===== src/rtl/mem_load_store_unit.sv =====
`default_nettype none
// +----------------------------------------------------------------------------+
// | Module      : mem_load_store_unit                                          |
// | Description : Load/store sequencer between the execute stage and data      |
// |               memory. Accepts one request, issues a word-aligned bus       |
// |               transaction with byte strobes, waits for read data and       |
// |               holds the response until the consumer takes it.            |
// | Options     : MISALIGN_TRAP_EN - when defined, misaligned HALF/WORD        |
// |               requests are answered with an error and no bus access;       |
// |               otherwise the address is forced aligned.                     |
// | Revision    : 1.0 - initial release                                        |
// +----------------------------------------------------------------------------+

package mem_lsu_pkg;
    typedef enum logic [1:0] {
        MEM_ACCESS_BYTE = 2'd0,
        MEM_ACCESS_HALF = 2'd1,
        MEM_ACCESS_WORD = 2'd2
    } mem_access_t;
endpackage

module mem_load_store_unit
    import mem_lsu_pkg::*;
#(
    parameter int L = 128,
    parameter int W = 32
) (
    input  logic                 clk,
    input  logic                 rst,
    input  logic                 req_valid,
    output logic                 req_ready,
    input  logic [$clog2(L)-1:0] req_addr,
    input  logic                 req_wr,
    input  mem_access_t          req_access,
    input  logic                 req_unsign,
    input  logic [W-1:0]         req_wdata,
    output logic                 bus_valid,
    input  logic                 bus_ready,
    output logic [$clog2(L)-1:0] bus_addr,
    output logic                 bus_wr,
    output logic [W-1:0]         bus_wdata,
    output logic [W/8-1:0]       bus_wstrb,
    input  logic                 bus_rvalid,
    input  logic [W-1:0]         bus_rdata,
    output logic                 rsp_valid,
    input  logic                 rsp_ready,
    output logic [1:0]           rsp_addr_lo,
    output mem_access_t          rsp_access,
    output logic                 rsp_unsign,
    output logic [W-1:0]         rsp_rdata,
    output logic                 rsp_err
);

    localparam int c_AW = $clog2(L);

    localparam logic [1:0] c_ST_IDLE   = 2'd0;
    localparam logic [1:0] c_ST_ISSUE  = 2'd1;
    localparam logic [1:0] c_ST_WAIT_R = 2'd2;
    localparam logic [1:0] c_ST_RESP   = 2'd3;

    // Lane logic below is written for a 32-bit word only.
    generate
        if (W != 32) begin : g_width_check
            $fatal(1, "mem_load_store_unit: W=%0d unsupported, only 32", W);
        end
    endgenerate

    logic [1:0]     r_state;
    logic [c_AW-1:0] r_addr;
    logic           r_wr;
    logic [W-1:0]   r_wdata;
    logic [W/8-1:0] r_wstrb;
    logic [1:0]     r_addr_lo;
    mem_access_t    r_access;
    logic           r_unsign;
    logic [W-1:0]   r_rdata;
    logic           r_err;

    logic [1:0]     w_lo;
    logic [1:0]     w_eff_lo;
    logic           w_bad_enc;
    logic           w_misalign;
    logic           w_err;
    logic [W/8-1:0] w_wstrb;
    logic [W-1:0]   w_wdata;

    // Request decode: alignment, effective low address bits, lane strobes/data.
    always_comb begin
        w_lo       = req_addr[1:0];
        w_eff_lo   = w_lo;
        w_bad_enc  = 1'b0;
        w_misalign = 1'b0;
        w_wstrb    = '0;
        w_wdata    = req_wdata;
        case (req_access)
            MEM_ACCESS_BYTE: begin
                w_wstrb = 4'b0001 << w_lo;
                w_wdata = {4{req_wdata[7:0]}};
            end
            MEM_ACCESS_HALF: begin
                w_misalign = w_lo[0];
                w_eff_lo   = w_misalign ? {w_lo[1], 1'b0} : w_lo;
                w_wstrb    = w_eff_lo[1] ? 4'b1100 : 4'b0011;
                w_wdata    = {2{req_wdata[15:0]}};
            end
            MEM_ACCESS_WORD: begin
                w_misalign = |w_lo;
                w_eff_lo   = w_misalign ? 2'b00 : w_lo;
                w_wstrb    = 4'b1111;
            end
            default: w_bad_enc = 1'b1;
        endcase
`ifdef MISALIGN_TRAP_EN
        w_err = w_bad_enc | w_misalign;
`else
        w_err = w_bad_enc;
`endif
    end

    // Sequencer FSM and request/response registers.
    always_ff @(posedge clk) begin
        if (rst) begin
            r_state   <= c_ST_IDLE;
            r_addr    <= '0;
            r_wr      <= 1'b0;
            r_wdata   <= '0;
            r_wstrb   <= '0;
            r_addr_lo <= 2'b00;
            r_access  <= MEM_ACCESS_BYTE;
            r_unsign  <= 1'b0;
            r_rdata   <= '0;
            r_err     <= 1'b0;
        end else begin
            case (r_state)
                c_ST_IDLE: begin
                    if (req_valid) begin
                        // Errors report the caller's address; otherwise the forced one.
                        r_addr_lo <= w_err ? w_lo : w_eff_lo;
                        r_addr    <= {req_addr[c_AW-1:2], 2'b00};
                        r_wr      <= req_wr;
                        r_wdata   <= w_wdata;
                        r_wstrb   <= (req_wr && !w_err) ? w_wstrb : '0;
                        r_access  <= req_access;
                        r_unsign  <= req_unsign;
                        r_rdata   <= '0;
                        r_err     <= w_err;
                        r_state   <= w_err ? c_ST_RESP : c_ST_ISSUE;
                    end
                end
                c_ST_ISSUE: begin
                    if (bus_ready) begin
                        r_state <= r_wr ? c_ST_RESP : c_ST_WAIT_R;
                    end
                end
                c_ST_WAIT_R: begin
                    if (bus_rvalid) begin
                        r_rdata <= bus_rdata;
                        r_state <= c_ST_RESP;
                    end
                end
                default: begin
                    if (rsp_ready) begin
                        r_state <= c_ST_IDLE;
                    end
                end
            endcase
        end
    end

    // Outputs are forced to zero for as long as reset is held.
    assign req_ready   = !rst && (r_state == c_ST_IDLE);
    assign bus_valid   = !rst && (r_state == c_ST_ISSUE);
    assign bus_addr    = rst ? '0 : r_addr;
    assign bus_wr      = !rst && r_wr;
    assign bus_wdata   = rst ? '0 : r_wdata;
    assign bus_wstrb   = rst ? '0 : r_wstrb;
    assign rsp_valid   = !rst && (r_state == c_ST_RESP);
    assign rsp_addr_lo = rst ? 2'b00 : r_addr_lo;
    assign rsp_access  = rst ? MEM_ACCESS_BYTE : r_access;
    assign rsp_unsign  = !rst && r_unsign;
    assign rsp_rdata   = rst ? '0 : r_rdata;
    assign rsp_err     = !rst && r_err;

endmodule
`default_nettype wire


===== config.mk =====
export PLATFORM = sky130hd
export DESIGN_NAME = mem_load_store_unit
export DESIGN_NICKNAME = d
export VERILOG_FILES = /design/src/rtl/mem_load_store_unit.sv
export SDC_FILE = /design/constraint.sdc
export NUM_CORES = 1
export LEC_CHECK = 0
export CORE_UTILIZATION = 45
export CTS_CLUSTER_DIAMETER = 80
export DETAILED_ROUTE_END_ITERATION = 8
export MAX_ROUTING_LAYER = met4
export PLACE_DENSITY_LB_ADDON = 0.1
export SETUP_SLACK_MARGIN = 0.2
export SYNTH_ARGS = -nofsm -noshare
export SYNTH_HDL_FRONTEND = slang
export SYNTH_SLANG_ARGS = --single-unit

===== constraint.sdc =====
create_clock -name clk -period 2.52 [get_ports clk]
set_input_delay 0.504 -clock clk [delete_from_list [all_inputs] [get_ports clk]]
set_output_delay 0.504 -clock clk [all_outputs]
set_load 0.02 [all_outputs]

# After elaboration in Yosys (flattened, before gate mapping)
# Index checks and enable logic that the tools add are counted.
[op_classes] muxes=24 div=0 n_bitwise=0 n_reduce_logical=17 n_addsub=0 eq_ne=8 n_lt_le_gt_ge=0 mul=0 shifts=1
[op_table] op="32-bit 2-to-1 mux" count=4
[op_table] op="32-bit one-hot mux with 2 select lines" count=2
[op_table] op="2-bit 2-to-1 mux" count=9
[op_table] op="4-bit 2-to-1 mux" count=3
[op_table] op="4-bit one-hot mux with 3 select lines" count=1
[op_table] op="1-bit logical AND" count=7
[op_table] op="7-bit 2-to-1 mux" count=1
[op_table] op="2-bit equality test (second input constant)" count=3
[op_table] op="2-bit inequality test (second input constant)" count=3
[op_table] op="2-bit one-hot mux with 3 select lines" count=1
[op_table] op="2-bit by 1-bit equality test with 1-bit output (second input constant)" count=2
[op_table] op="2-bit zero test" count=2
[op_table] op="2-bit one-hot mux with 2 select lines" count=1
[op_table] op="4-bit AND reduction" count=1
[op_table] op="4-bit nonzero test" count=1
[op_table] op="1-bit by 2-bit << shifter with 4-bit output (first input constant)" count=1
[op_table] op="3-bit AND reduction" count=1
[op_table] op="3-bit OR reduction" count=1
[op_table] op="1-bit 2-to-1 mux" count=2
[op_table] op="2-bit AND reduction" count=1
[op_table] op="2-bit nonzero test" count=1
[op_table] op="2-bit OR reduction" count=1
[op_table] op="1-bit zero test" count=1
[word_totals] ramBits=0 inputBits=81 mem_bits_ro=0 n_memories=0 wordCells=60 regBits=82 output_inout_bits=85 latchBits=0

# Depth between registers and ports, before layout
# Gate-level depths: netlist (run 1).
[depth] ltp_word=5 mapped_depth=7 depth_no_buf=6

# Least setup slack after synthesis (run 1)
# Ideal clock, no wire load.
[synth_path] path_kind="input port to output port" from="input port rst" to="output port bus_wdata[16]" path_slack_ns=0.567 cell_stages=4 t_required_ns=2.016 t_arrival_ns=1.449 path_cell_list="buf_4 > clkbuf_1 > clkbuf_1 > and2b_1"
[synth_between] elab_chain_cells=1
[synth_rtl] item="start, declared" line="29" source="input logic rst,"
[synth_rtl] item="32-bit 2-to-1 mux" line="175" source="assign bus_wdata = rst ? '0 : r_wdata;"
[synth_rtl] item="end, declared" line="41" source="output logic [W-1:0] bus_wdata,"
# No other way between the ends.

# Final worst setup path (run 1)
[layout_path] from="input port rst" to="output port bus_wdata[21]"
# Same word-level chain as after synthesis.

==> results of run 1 <==
worst reg2reg max path, delay by kind of cell (launching register included):
family        cells  cell delay [ns]
simple gates      4             1.28
flops             1             0.39
fa+ha+maj         1             0.27
buf+inv           1             0.08
synth_stat cells (9+ instances only):
library cell,instances,share of area [%]
nand2_1,94,9.2
dfxtp_1,82,43
nor2b_1,78,13
nand2b_1,33,5.4
a21oi_1,27,3.5
o211ai_1,17,3.3
buf_2,16,2.1
clkbuf_1,14,1.4
o22a_1,14,3.2
nor2_1,11,1.1
nor3_1,10,1.3
ha_1,9,2.9
final timing paths:
kind	from	to	slack (ns)	depth (start not counted)
min reg2reg	r_wdata[26]	r_wdata[26]	0.45	2
min	r_wdata[26]	r_wdata[26]	0.45	2
max reg2reg	r_state[0]	r_rdata[9]	0.47	6
max	rst	bus_wdata[21]	0.30	4
placed cells by master (no fill, tap or decap), types with 12 or more instances in the layout:
| cell | count |
|---|---|
| o211ai_1 | 17 |
| a21oi_1 | 27 |
| nand2_1 | 94 |
| clkdlybuf4s50_1 | 161 |
| o22a_1 | 14 |
| nor2b_1 | 78 |
| buf_4 | 12 |
| nand2b_1 | 33 |
| dfxtp_1 | 82 |
power by group through the flow:
stage	combinational (mW)	sequential (mW)	clock, mW
after floorplan	0.916	1.59	0
after global placement	1.43	1.61	0
after detailed placement	1.45	1.62	0
after CTS	1.46	1.59	1.01
after global routing	1.58	1.62	1.07
final	1.45	1.59	1.00
sequential cells by signal (all words and copies together) (netlist names):
register   flops
r_rdata       32
r_wdata       32
r_addr         5
r_wstrb        4
r_access       2
r_addr_lo      2
r_state        2
r_err          1
r_unsign       1
r_wr           1
timing repair:
action,in CTS,in global routing
gates resized for setup,1,2
pin swaps,0,1
setup endpoints to repair,1,56
gates cloned,0,1
cells by family after synthesis:
family | after synthesis | share of synthesized area [%]
DFF | 82 | 42.7
buffers and inverters | 41 | 4.85
AOI/OAI and AO/OA | 84 | 15.7
and+or+nand+nor | 243 | 33.5
other | 1 | 0.0976
muxes | 1 | 0.261
adders and majority gates | 9 | 2.93
metal layers:
metal  GRT usage, %  share of wire (%)
met4           10.0                2.6
met2           39.9                 47
met3           4.51                7.7
met5              -                  0
met1           29.5                 42
metrics by stage:
step | worst slack (ns) | util [%] | setup TNS (ns)
2_1_floorplan | 0.567 | - | 0
3_3_place_gp | 0.0616 | 67.5 | 0
3_5_place_dp | -0.0436 | 67.5 | -0.286
4_1_cts | 0.203 | 70.1 | 0
5_1_grt | 0.215 | 70.3 | 0
6_report | 0.296 | 70.3 | 0
cell type report:
class | instances | area [um2]
timing repair buffer | 177 | 1760
clock inverter | 5 | 62.6
inverter | 6 | 22.5
clock buffer | 11 | 151
tap | 105 | 131
fill | 674 | 2450
multi-input combinational | 340 | 2040
sequential | 82 | 1640
==> run_results.csv, run 1 <==
group,metric,value,unit
placement,placed_area,5580,um2
cells_and_area,drive_gt1_share,6.44,%
power_and_ir_drop,p_per_area,697,nW/um2
clock_tree,clk_latency,0.35,ns
run_status,status,"complete, no violations",
global_routing,grt_pass1_vias,3499,
synthesis,ys_seq_area_share,42.7,%
clock_tree,hold_buffers,0,
floorplan,dieArea,8910,um2
synthesis,postSynthAreaPerCell,8.33,um2
placement,numPlacedInstances,709,
worst_setup_path,start_kind,"input pin",
cells_and_area,final_nets,706,
timing,setup_violations,0,
power_and_ir_drop,power,4.05,mW
detailed_routing,first_pass_iters,4,
global_routing,overflow,0,
timing,post-route-period-util,88.3,%
clock_tree,cts_setup_buffers,0,
floorplan,rows,33,
power_and_ir_drop,p_int,2.76,mW
worst_setup_path,criticalPathCategory,"in2out",
worst_setup_path,worstPathCellList,"buf_6 -> buf_4 -> and2b_1 -> clkdlybuf4s50_1",
hold_path,hold_class,"reg2reg",
floorplan,core_area,8260,um2
worst_setup_path,critPathMaxStageDelay,0.53,ns
clock_tree,root_buffer,"clkbuf_8",
run,cap_violations,0,
clock_tree,path_clk_slew,0.08,ns
clock_tree,cts_buffers,9,
synthesis,ys_ff_latch,82,
timing,rsz0062_at_grt,"false",
global_routing,track_usage,24.4,%
placement,io_buffers,163,
detailed_routing,vias,3681,
clock_tree,htreeDepth,3,
cells_and_area,syn_to_final_growth,51.2,%
clock_tree,cts_buffer_depth,2,
global_routing,antenna_found_initial,0,
power_and_ir_drop,p_switching,1.29,mW
worst_setup_path,crit_fanout,25,
power_and_ir_drop,power.share.combinational,35.9,%
floorplan,die_width,94.4,um
clock_tree,cts_tree,"done",
floorplan,ios,166,
worst_setup_path,required,2.02,ns
synthesis,ys.flop_type,"dfxtp_1",
power_and_ir_drop,leakage,2.35,nW
power_and_ir_drop,peakVddDrop,0.327,mV
floorplan,start_util,46.5,%
timing,final_hold_viol_count,0,
global_routing,grt_max_degree,33,
synthesis,yosys_warnings,0,
synthesis,ys_types,33,
cells_and_area,stdcell_area,5810,um2
detailed_routing,viasPerCell,5.07,
synthesis,synth_cells,461,
detailed_routing,first_iter_violations,152,
synthesis,postSynth.asyncResetShare,0,%
clock_tree,cts_sinks,82,
timing,period_minus_slack,2.22,ns
detailed_routing,wl_per_cell,14.6,um
synthesis,synth_edf_count,0,
timing,slew_headroom,30.1,%
worst_setup_path,cp_slowest_cell,"clkdlybuf4s50_1",
timing,fmaxAchievable,0.450,GHz
worst_setup_path,crit_family,"buffers and inverters",
synthesis,synthesis.area,3840,um2
timing,worst_pin_slew,1.04,ns
power_and_ir_drop,seqPwrFrac,39.3,%
timing,holdWs,0.449,ns
worst_setup_path,cp-end-kind,"primary output",
placement,gp_congestion,0.803,
timing,slew_violations,0,
detailed_routing,drtAntennaViolNets,0,
timing,clock_skew,0.00970,ns
power_and_ir_drop,switching_share,31.8,%
floorplan,dieHeight,94.4,um
cells_and_area,fin_cells,726,
global_routing,grt_pass1_wl,16.5,mm
placement,dp_hpwl,7.52,mm
detailed_routing,routed_wirelength,10.6,mm
worst_setup_path,cp_num_buf_inv,3,
cells_and_area,antenna_cells,0,
worst_setup_path,cp.arrival,1.72,ns
detailed_routing,route.detailed.drc,0,
power_and_ir_drop,clockPowerShare,24.8,%
(Power assumes the default switching activity.)
==> inputs of run 2 (changes only) <==
--- a/config.mk
+++ b/config.mk
@@ -10,7 +10,6 @@
 export DETAILED_ROUTE_END_ITERATION = 8
 export MAX_ROUTING_LAYER = met4
 export PLACE_DENSITY_LB_ADDON = 0.1
-export SETUP_SLACK_MARGIN = 0.2
 export SYNTH_ARGS = -nofsm -noshare
 export SYNTH_HDL_FRONTEND = slang
 export SYNTH_SLANG_ARGS = --single-unit
==> run_results.csv, run 2 (synthesis results as in run 1) <==
group,metric,value,unit
run_status,status,"complete, no violations",
clock_tree,cts_tree,"done",
floorplan,ios,166,
power_and_ir_drop,seqPwrFrac,39.5,%
timing,worst_pin_slew,1.13,ns
clock_tree,hold_buffers,0,
placement,dpl_worst_slack,-0.0436,ns
global_routing,grt_pass1_vias,3499,
cells_and_area,final_cell_mix,"clkdlybuf4s50_1 (162), nand2_1 (94), dfxtp_1 (82)",
cells_and_area,final_nets,705,
detailed_routing,first_iter_violations,98,
timing,period_minus_slack,2.31,ns
global_routing,grt_max_degree,33,
cells_and_area,drive_gt1_share,6.29,%
clock_tree,cts_buffer_depth,2,
power_and_ir_drop,switching_share,31.4,%
clock_tree,ctsResizeCount,0,
worst_setup_path,cp-end-kind,"primary output",
floorplan,rows,33,
timing,fmaxAchievable,0.434,GHz
cells_and_area,antenna_cells,0,
placement,gp_congestion,0.803,
floorplan,dieArea,8910,um2
global_routing,overflow,0,
placement,placed_area,5580,um2
floorplan,die_width,94.4,um
worst_setup_path,start_kind,"input pin",
detailed_routing,routed_wirelength,10.3,mm
hold_path,hold_class,"reg2reg",
worst_setup_path,crit_fanout,25,
timing,slew_violations,0,
floorplan,dieHeight,94.4,um
floorplan,core_area,8260,um2
placement,dp_hpwl,7.52,mm
clock_tree,htreeDepth,3,
worst_setup_path,reg2reg_slack,0.33,ns
timing,clock_skew,0.00922,ns
cells_and_area,stdcell_area,5790,um2
timing,rsz0062_at_grt,"false",
power_and_ir_drop,p_int,2.76,mW
power_and_ir_drop,leakage,2.34,nW
detailed_routing,wl_per_cell,14.2,um
run,cap_violations,0,
global_routing,grt_pass1_wl,16.5,mm
power_and_ir_drop,p_per_area,695,nW/um2
floorplan,start_util,46.5,%
clock_tree,root_buffer,"clkbuf_8",
placement,io_buffers,163,
timing,setup_violations,0,
detailed_routing,drtAntennaViolNets,0,
cells_and_area,layout_commonest_cell,"clkdlybuf4s50_1",
power_and_ir_drop,p_switching,1.26,mW
timing,final_hold_viol_count,0,
clock_tree,cts_setup_buffers,0,
cells_and_area,fin_util,70.1,%
cells_and_area,reg.largest.list,"r_rdata x32, r_wdata x32, r_addr x5",
worst_setup_path,required,2.02,ns
clock_tree,cts_buffers,9,
global_routing,track_usage,24.4,%
clock_tree,cts_sinks,82,
clock_tree,clk_latency,0.34,ns
global_routing,antenna_found_initial,0,
detailed_routing,viasPerCell,5.05,
power_and_ir_drop,power.share.combinational,35.9,%
clock_tree,path_clk_slew,0.08,ns
power_and_ir_drop,peakVddDrop,0.329,mV
worst_setup_path,cp.arrival,1.80,ns
timing,slew_headroom,24.5,%
timing,post-route-period-util,91.5,%
detailed_routing,vias,3664,
detailed_routing,route.detailed.drc,0,
timing,worst_slack,0.215,ns
cells_and_area,syn_to_final_growth,50.8,%
detailed_routing,first_pass_iters,4,
worst_setup_path,criticalPathCategory,"in2out",
power_and_ir_drop,clockPowerShare,24.6,%
## run 2: cell types whose count changed in the layout (fill, tap and decap cells not counted), sizes merged
cell and delta:
dlygate4sd2 -1, nor3 -1, clkdlybuf4s50 +1
## run 2: critical path, stage by stage
cell and delay [ns]:
buf_4 0.27, buf_4 0.28, and2b_1 0.20, clkdlybuf4s50_1 0.54
## run 2: path summary, 6_finish.rpt
check,from,end,cells past startpoint
worst max-delay path,rst,bus_wdata[21],4
worst min-delay path,r_wdata[26],r_wdata[26],2
worst max register to register,r_state[0],r_rdata[4],6
worst min register to register,r_wdata[26],r_wdata[26],2
## run 2: power by group through the flow
stage	clock (mW)	sequential, mW	combinational (mW)
CTS	1.01	1.59	1.46
finish	0.991	1.59	1.45
floorplan	0	1.59	0.916
global placement	0	1.61	1.43
global route	1.08	1.62	1.58
detailed placement	0	1.62	1.45
## run 2: metrics by stage
stage	setup TNS [ns]	instances	hold WS [ns]	power, mW
2_1_floorplan	0	462	0.427	2.51
3_3_place_gp	0	709	0.437	3.04
3_5_place_dp	-0.286	709	0.439	3.07
4_1_cts	0	725	0.450	4.06
5_1_grt	0	725	0.461	4.27
6_report	0	725	0.449	4.03
## run 2: final cells by class
class	count	area, um2
clock inverters	5	62.6
fillers	673	2470
inverters	6	22.5
repair buffers	177	1760
flip-flops and latches	82	1640
multi-input cells	339	2020
clock buffers	11	151
well taps	105	131
## run 2: per-layer routing
layer / GRT usage (%) / part of all wire, %
met3: 4.51 / 6.4
met5: - / 0
met2: 39.9 / 48
met4: 10.0 / 2.6
met1: 29.5 / 43
==> inputs of run 3 (changes only) <==
--- a/config.mk
+++ b/config.mk
@@ -5,11 +5,13 @@
 export SDC_FILE = /design/constraint.sdc
 export NUM_CORES = 1
 export LEC_CHECK = 0
+export ABC_AREA = 1
 export CORE_UTILIZATION = 45
 export CTS_CLUSTER_DIAMETER = 80
 export DETAILED_ROUTE_END_ITERATION = 8
 export MAX_ROUTING_LAYER = met4
 export PLACE_DENSITY_LB_ADDON = 0.1
+export SLEW_MARGIN = 20
 export SYNTH_ARGS = -nofsm -noshare
 export SYNTH_HDL_FRONTEND = slang
 export SYNTH_SLANG_ARGS = --single-unit
==> run_results.csv, run 3 <==
group,metric,value,unit
power_and_ir_drop,p_int,2.57,mW
floorplan,rows,33,
worst_setup_path,start_kind,"flop",
clock_tree,ctsResizeCount,0,
power_and_ir_drop,peakVddDrop,0.386,mV
timing,rsz0062_at_grt,"false",
power_and_ir_drop,switching_share,36.2,%
run_status,status,"complete, no violations",
cells_and_area,final_nets,816,
detailed_routing,vias,3943,
timing,period_minus_slack,2.36,ns
placement,gp_congestion,0.767,
clock_tree,clk_latency,0.36,ns
power_and_ir_drop,p_switching,1.46,mW
clock_tree,path_clk_slew,0.08,ns
synthesis,synthesis.area,3870,um2
synthesis,postSynth.asyncResetShare,0,%
power_and_ir_drop,power,4.03,mW
synthesis,synth_cells,577,
cells_and_area,fillCellCount,731,
worst_setup_path,required,2.02,ns
global_routing,grt_pass1_vias,3603,
worst_setup_path,cp-end-kind,"primary output",
placement,placed_area,5570,um2
power_and_ir_drop,leakage,2.71,nW
timing,worst_slack,0.164,ns
worst_setup_path,r2r-start,"r_state[0]",
cells_and_area,syn_to_final_growth,47.8,%
floorplan,start_util,46.9,%
worst_setup_path,crit_fanout,5,
synthesis,synth_common_cells,"inv_1 (130), nand2_1 (94), nor2_1 (84)",
detailed_routing,route.detailed.drc,0,
cells_and_area,layout_commonest_cell,"clkdlybuf4s50_1",
cells_and_area,reg.largest.list,"r_rdata x32, r_wdata x32, r_addr x5",
floorplan,dieHeight,94.8,um
placement,dpl_worst_slack,0.156,ns
cells_and_area,multi_input_area,1570,um2
clock_tree,cts_sinks,82,
power_and_ir_drop,seqPwrFrac,40.6,%
floorplan,dieArea,8990,um2
placement,io_buffers,163,
timing,clock_skew,0.00943,ns
detailed_routing,first_pass_iters,4,
synthesis,yosys.area.top_type,"dfxtp_1",
placement,numPlacedInstances,820,
global_routing,grt_max_degree,58,
detailed_routing,drtAntennaViolNets,0,
timing,final_hold_viol_count,0,
clock_tree,cts_tree,"done",
floorplan,core_area,8260,um2
cells_and_area,fin_cells,834,
worst_setup_path,cp.arrival,1.85,ns
worst_setup_path,reg2reg_slack,0.73,ns
clock_tree,cts_buffer_depth,2,
cells_and_area,final_cell_mix,"clkdlybuf4s50_1 (162), inv_1 (130), nand2_1 (94)",
cells_and_area,ff_latch_area,1640,um2
hold_path,hold_class,"reg2reg",
power_and_ir_drop,p_per_area,704,nW/um2
synthesis,ys.flop_type,"dfxtp_1",
clock_tree,htreeDepth,3,
timing,slew_headroom,61.8,%
timing,post-route-period-util,93.5,%
clock_tree,cts_buffers,9,
floorplan,ios,166,
synthesis,synth_edf_count,0,
global_routing,track_usage,24.0,%
synthesis,ys_types,23,
timing,fmaxAchievable,0.424,GHz
placement,dp_hpwl,7.47,mm
run,cap_violations,0,
synthesis,synthTopCellsByArea,"dfxtp_1 (42%), inv_1 (13%), nand2_1 (9.1%)",
floorplan,die_width,94.8,um
hold_path,whs_path_depth,2,
synthesis,postSynthAreaPerCell,6.72,um2
timing,worst_pin_slew,0.573,ns
hold_path,hold_end,"r_wdata[5]",
timing,setup_violations,0,
detailed_routing,wl_per_cell,12.4,um
global_routing,grt_pass1_wl,16.3,mm
detailed_routing,viasPerCell,4.73,
worst_setup_path,criticalPathCategory,"reg2out",
global_routing,overflow,0,
synthesis,synth.most_common_cell,"inv_1",
synthesis,ys_seq_area_share,42.4,%
synthesis,yosys_warnings,0,
detailed_routing,first_iter_violations,86,
power_and_ir_drop,power.share.combinational,38.9,%
cells_and_area,drive_gt1_share,3.84,%
clock_tree,cts_setup_buffers,0,
clock_tree,hold_buffers,0,
detailed_routing,routed_wirelength,10.4,mm
cells_and_area,stdcell_area,5730,um2
worst_setup_path,worst_r2r_endpoint,"r_access[1]",
timing,finalSetupTns,0,ns
synthesis,ys_ff_latch,82,
global_routing,antenna_found_initial,0,
synthesis,synth_top_area_share,42.4,%
hold_path,hp-start,"r_wdata[5]",
worst_setup_path,r2r.worst_path.cells,6,
cells_and_area,antenna_cells,0,
clock_tree,root_buffer,"clkbuf_8",
timing,slew_violations,0,
power_and_ir_drop,clockPowerShare,20.4,%
run 3: cell types whose count changed in the layout (fill, tap and decap cells not counted), sizes merged, moves of 10 or more:
cell	delta
o22ai	+32
a21oi	+32
nor3	-10
nand2b	-33
nor2	+73
o21ai	+23
nor2b	-79
inv	+125
o22a	-14
run 3: final cells by class:
class                   count  share of cell area, %
inverters                 131                   8.59
repair buffers            172                   30.2
multi-input cells         330                   27.4
flip-flops and latches     82                   28.7
well taps                 105                   2.29
clock buffers              11                   2.47
clock inverters             3                  0.306
run 3: cell families after synthesis:
| group | count (synthesis) | synth area share, % |
|---|---|---|
| AOI/OAI and AO/OA | 128 | 18.2 |
| adders and majority gates | 9 | 2.91 |
| buffers and inverters | 166 | 17.2 |
| DFF | 82 | 42.4 |
| other | 1 | 0.0968 |
| and+or+nand+nor | 191 | 19.2 |
run 3: critical path: stages (launching register included):
cell             delay (ns)
dfxtp_1                0.35
inv_1                  0.10
ha_1                   0.24
inv_1                  0.08
nor2_1                 0.09
clkdlybuf4s50_1        0.63
run 3: metrics by stage:
stage          hold WS [ns]  utilization (%)
2_1_floorplan         0.430                -
3_3_place_gp          0.438             67.4
3_5_place_dp          0.444             67.4
4_1_cts               0.455             69.3
5_1_grt               0.472             69.3
6_report              0.455             69.3
run 3: power groups by stage:
stage / clock [mW] / sequential (mW) / combinational, mW
floorplan: 0 / 1.64 / 0.975
global placement: 0 / 1.65 / 1.54
detailed placement: 0 / 1.67 / 1.57
CTS: 0.840 / 1.64 / 1.58
global route: 0.898 / 1.66 / 1.74
finish: 0.823 / 1.64 / 1.57
run 3: worst max-delay path by stage:
stage / start / end / slack [ns]
final: r_state[0] / req_ready / 0.16
after global routing: r_state[0] / req_ready / 0.06
after CTS: r_state[0] / req_ready / 0.16
after detailed placement: req_access[0] / r_wdata[23] / 0.16
after global placement: req_access[0] / r_wdata[20] / 0.26
after floorplan: rst / bus_addr[4] / 0.73
run 3: per-layer routing:
metal	routed length [um]	track usage [%]	vias to the layer above
li1	-	-	2062
met1	4520	27.4	1748
met2	5020	40.9	122
met3	714	6.36	11
met4	106	7.83	0
met5	0	-	-
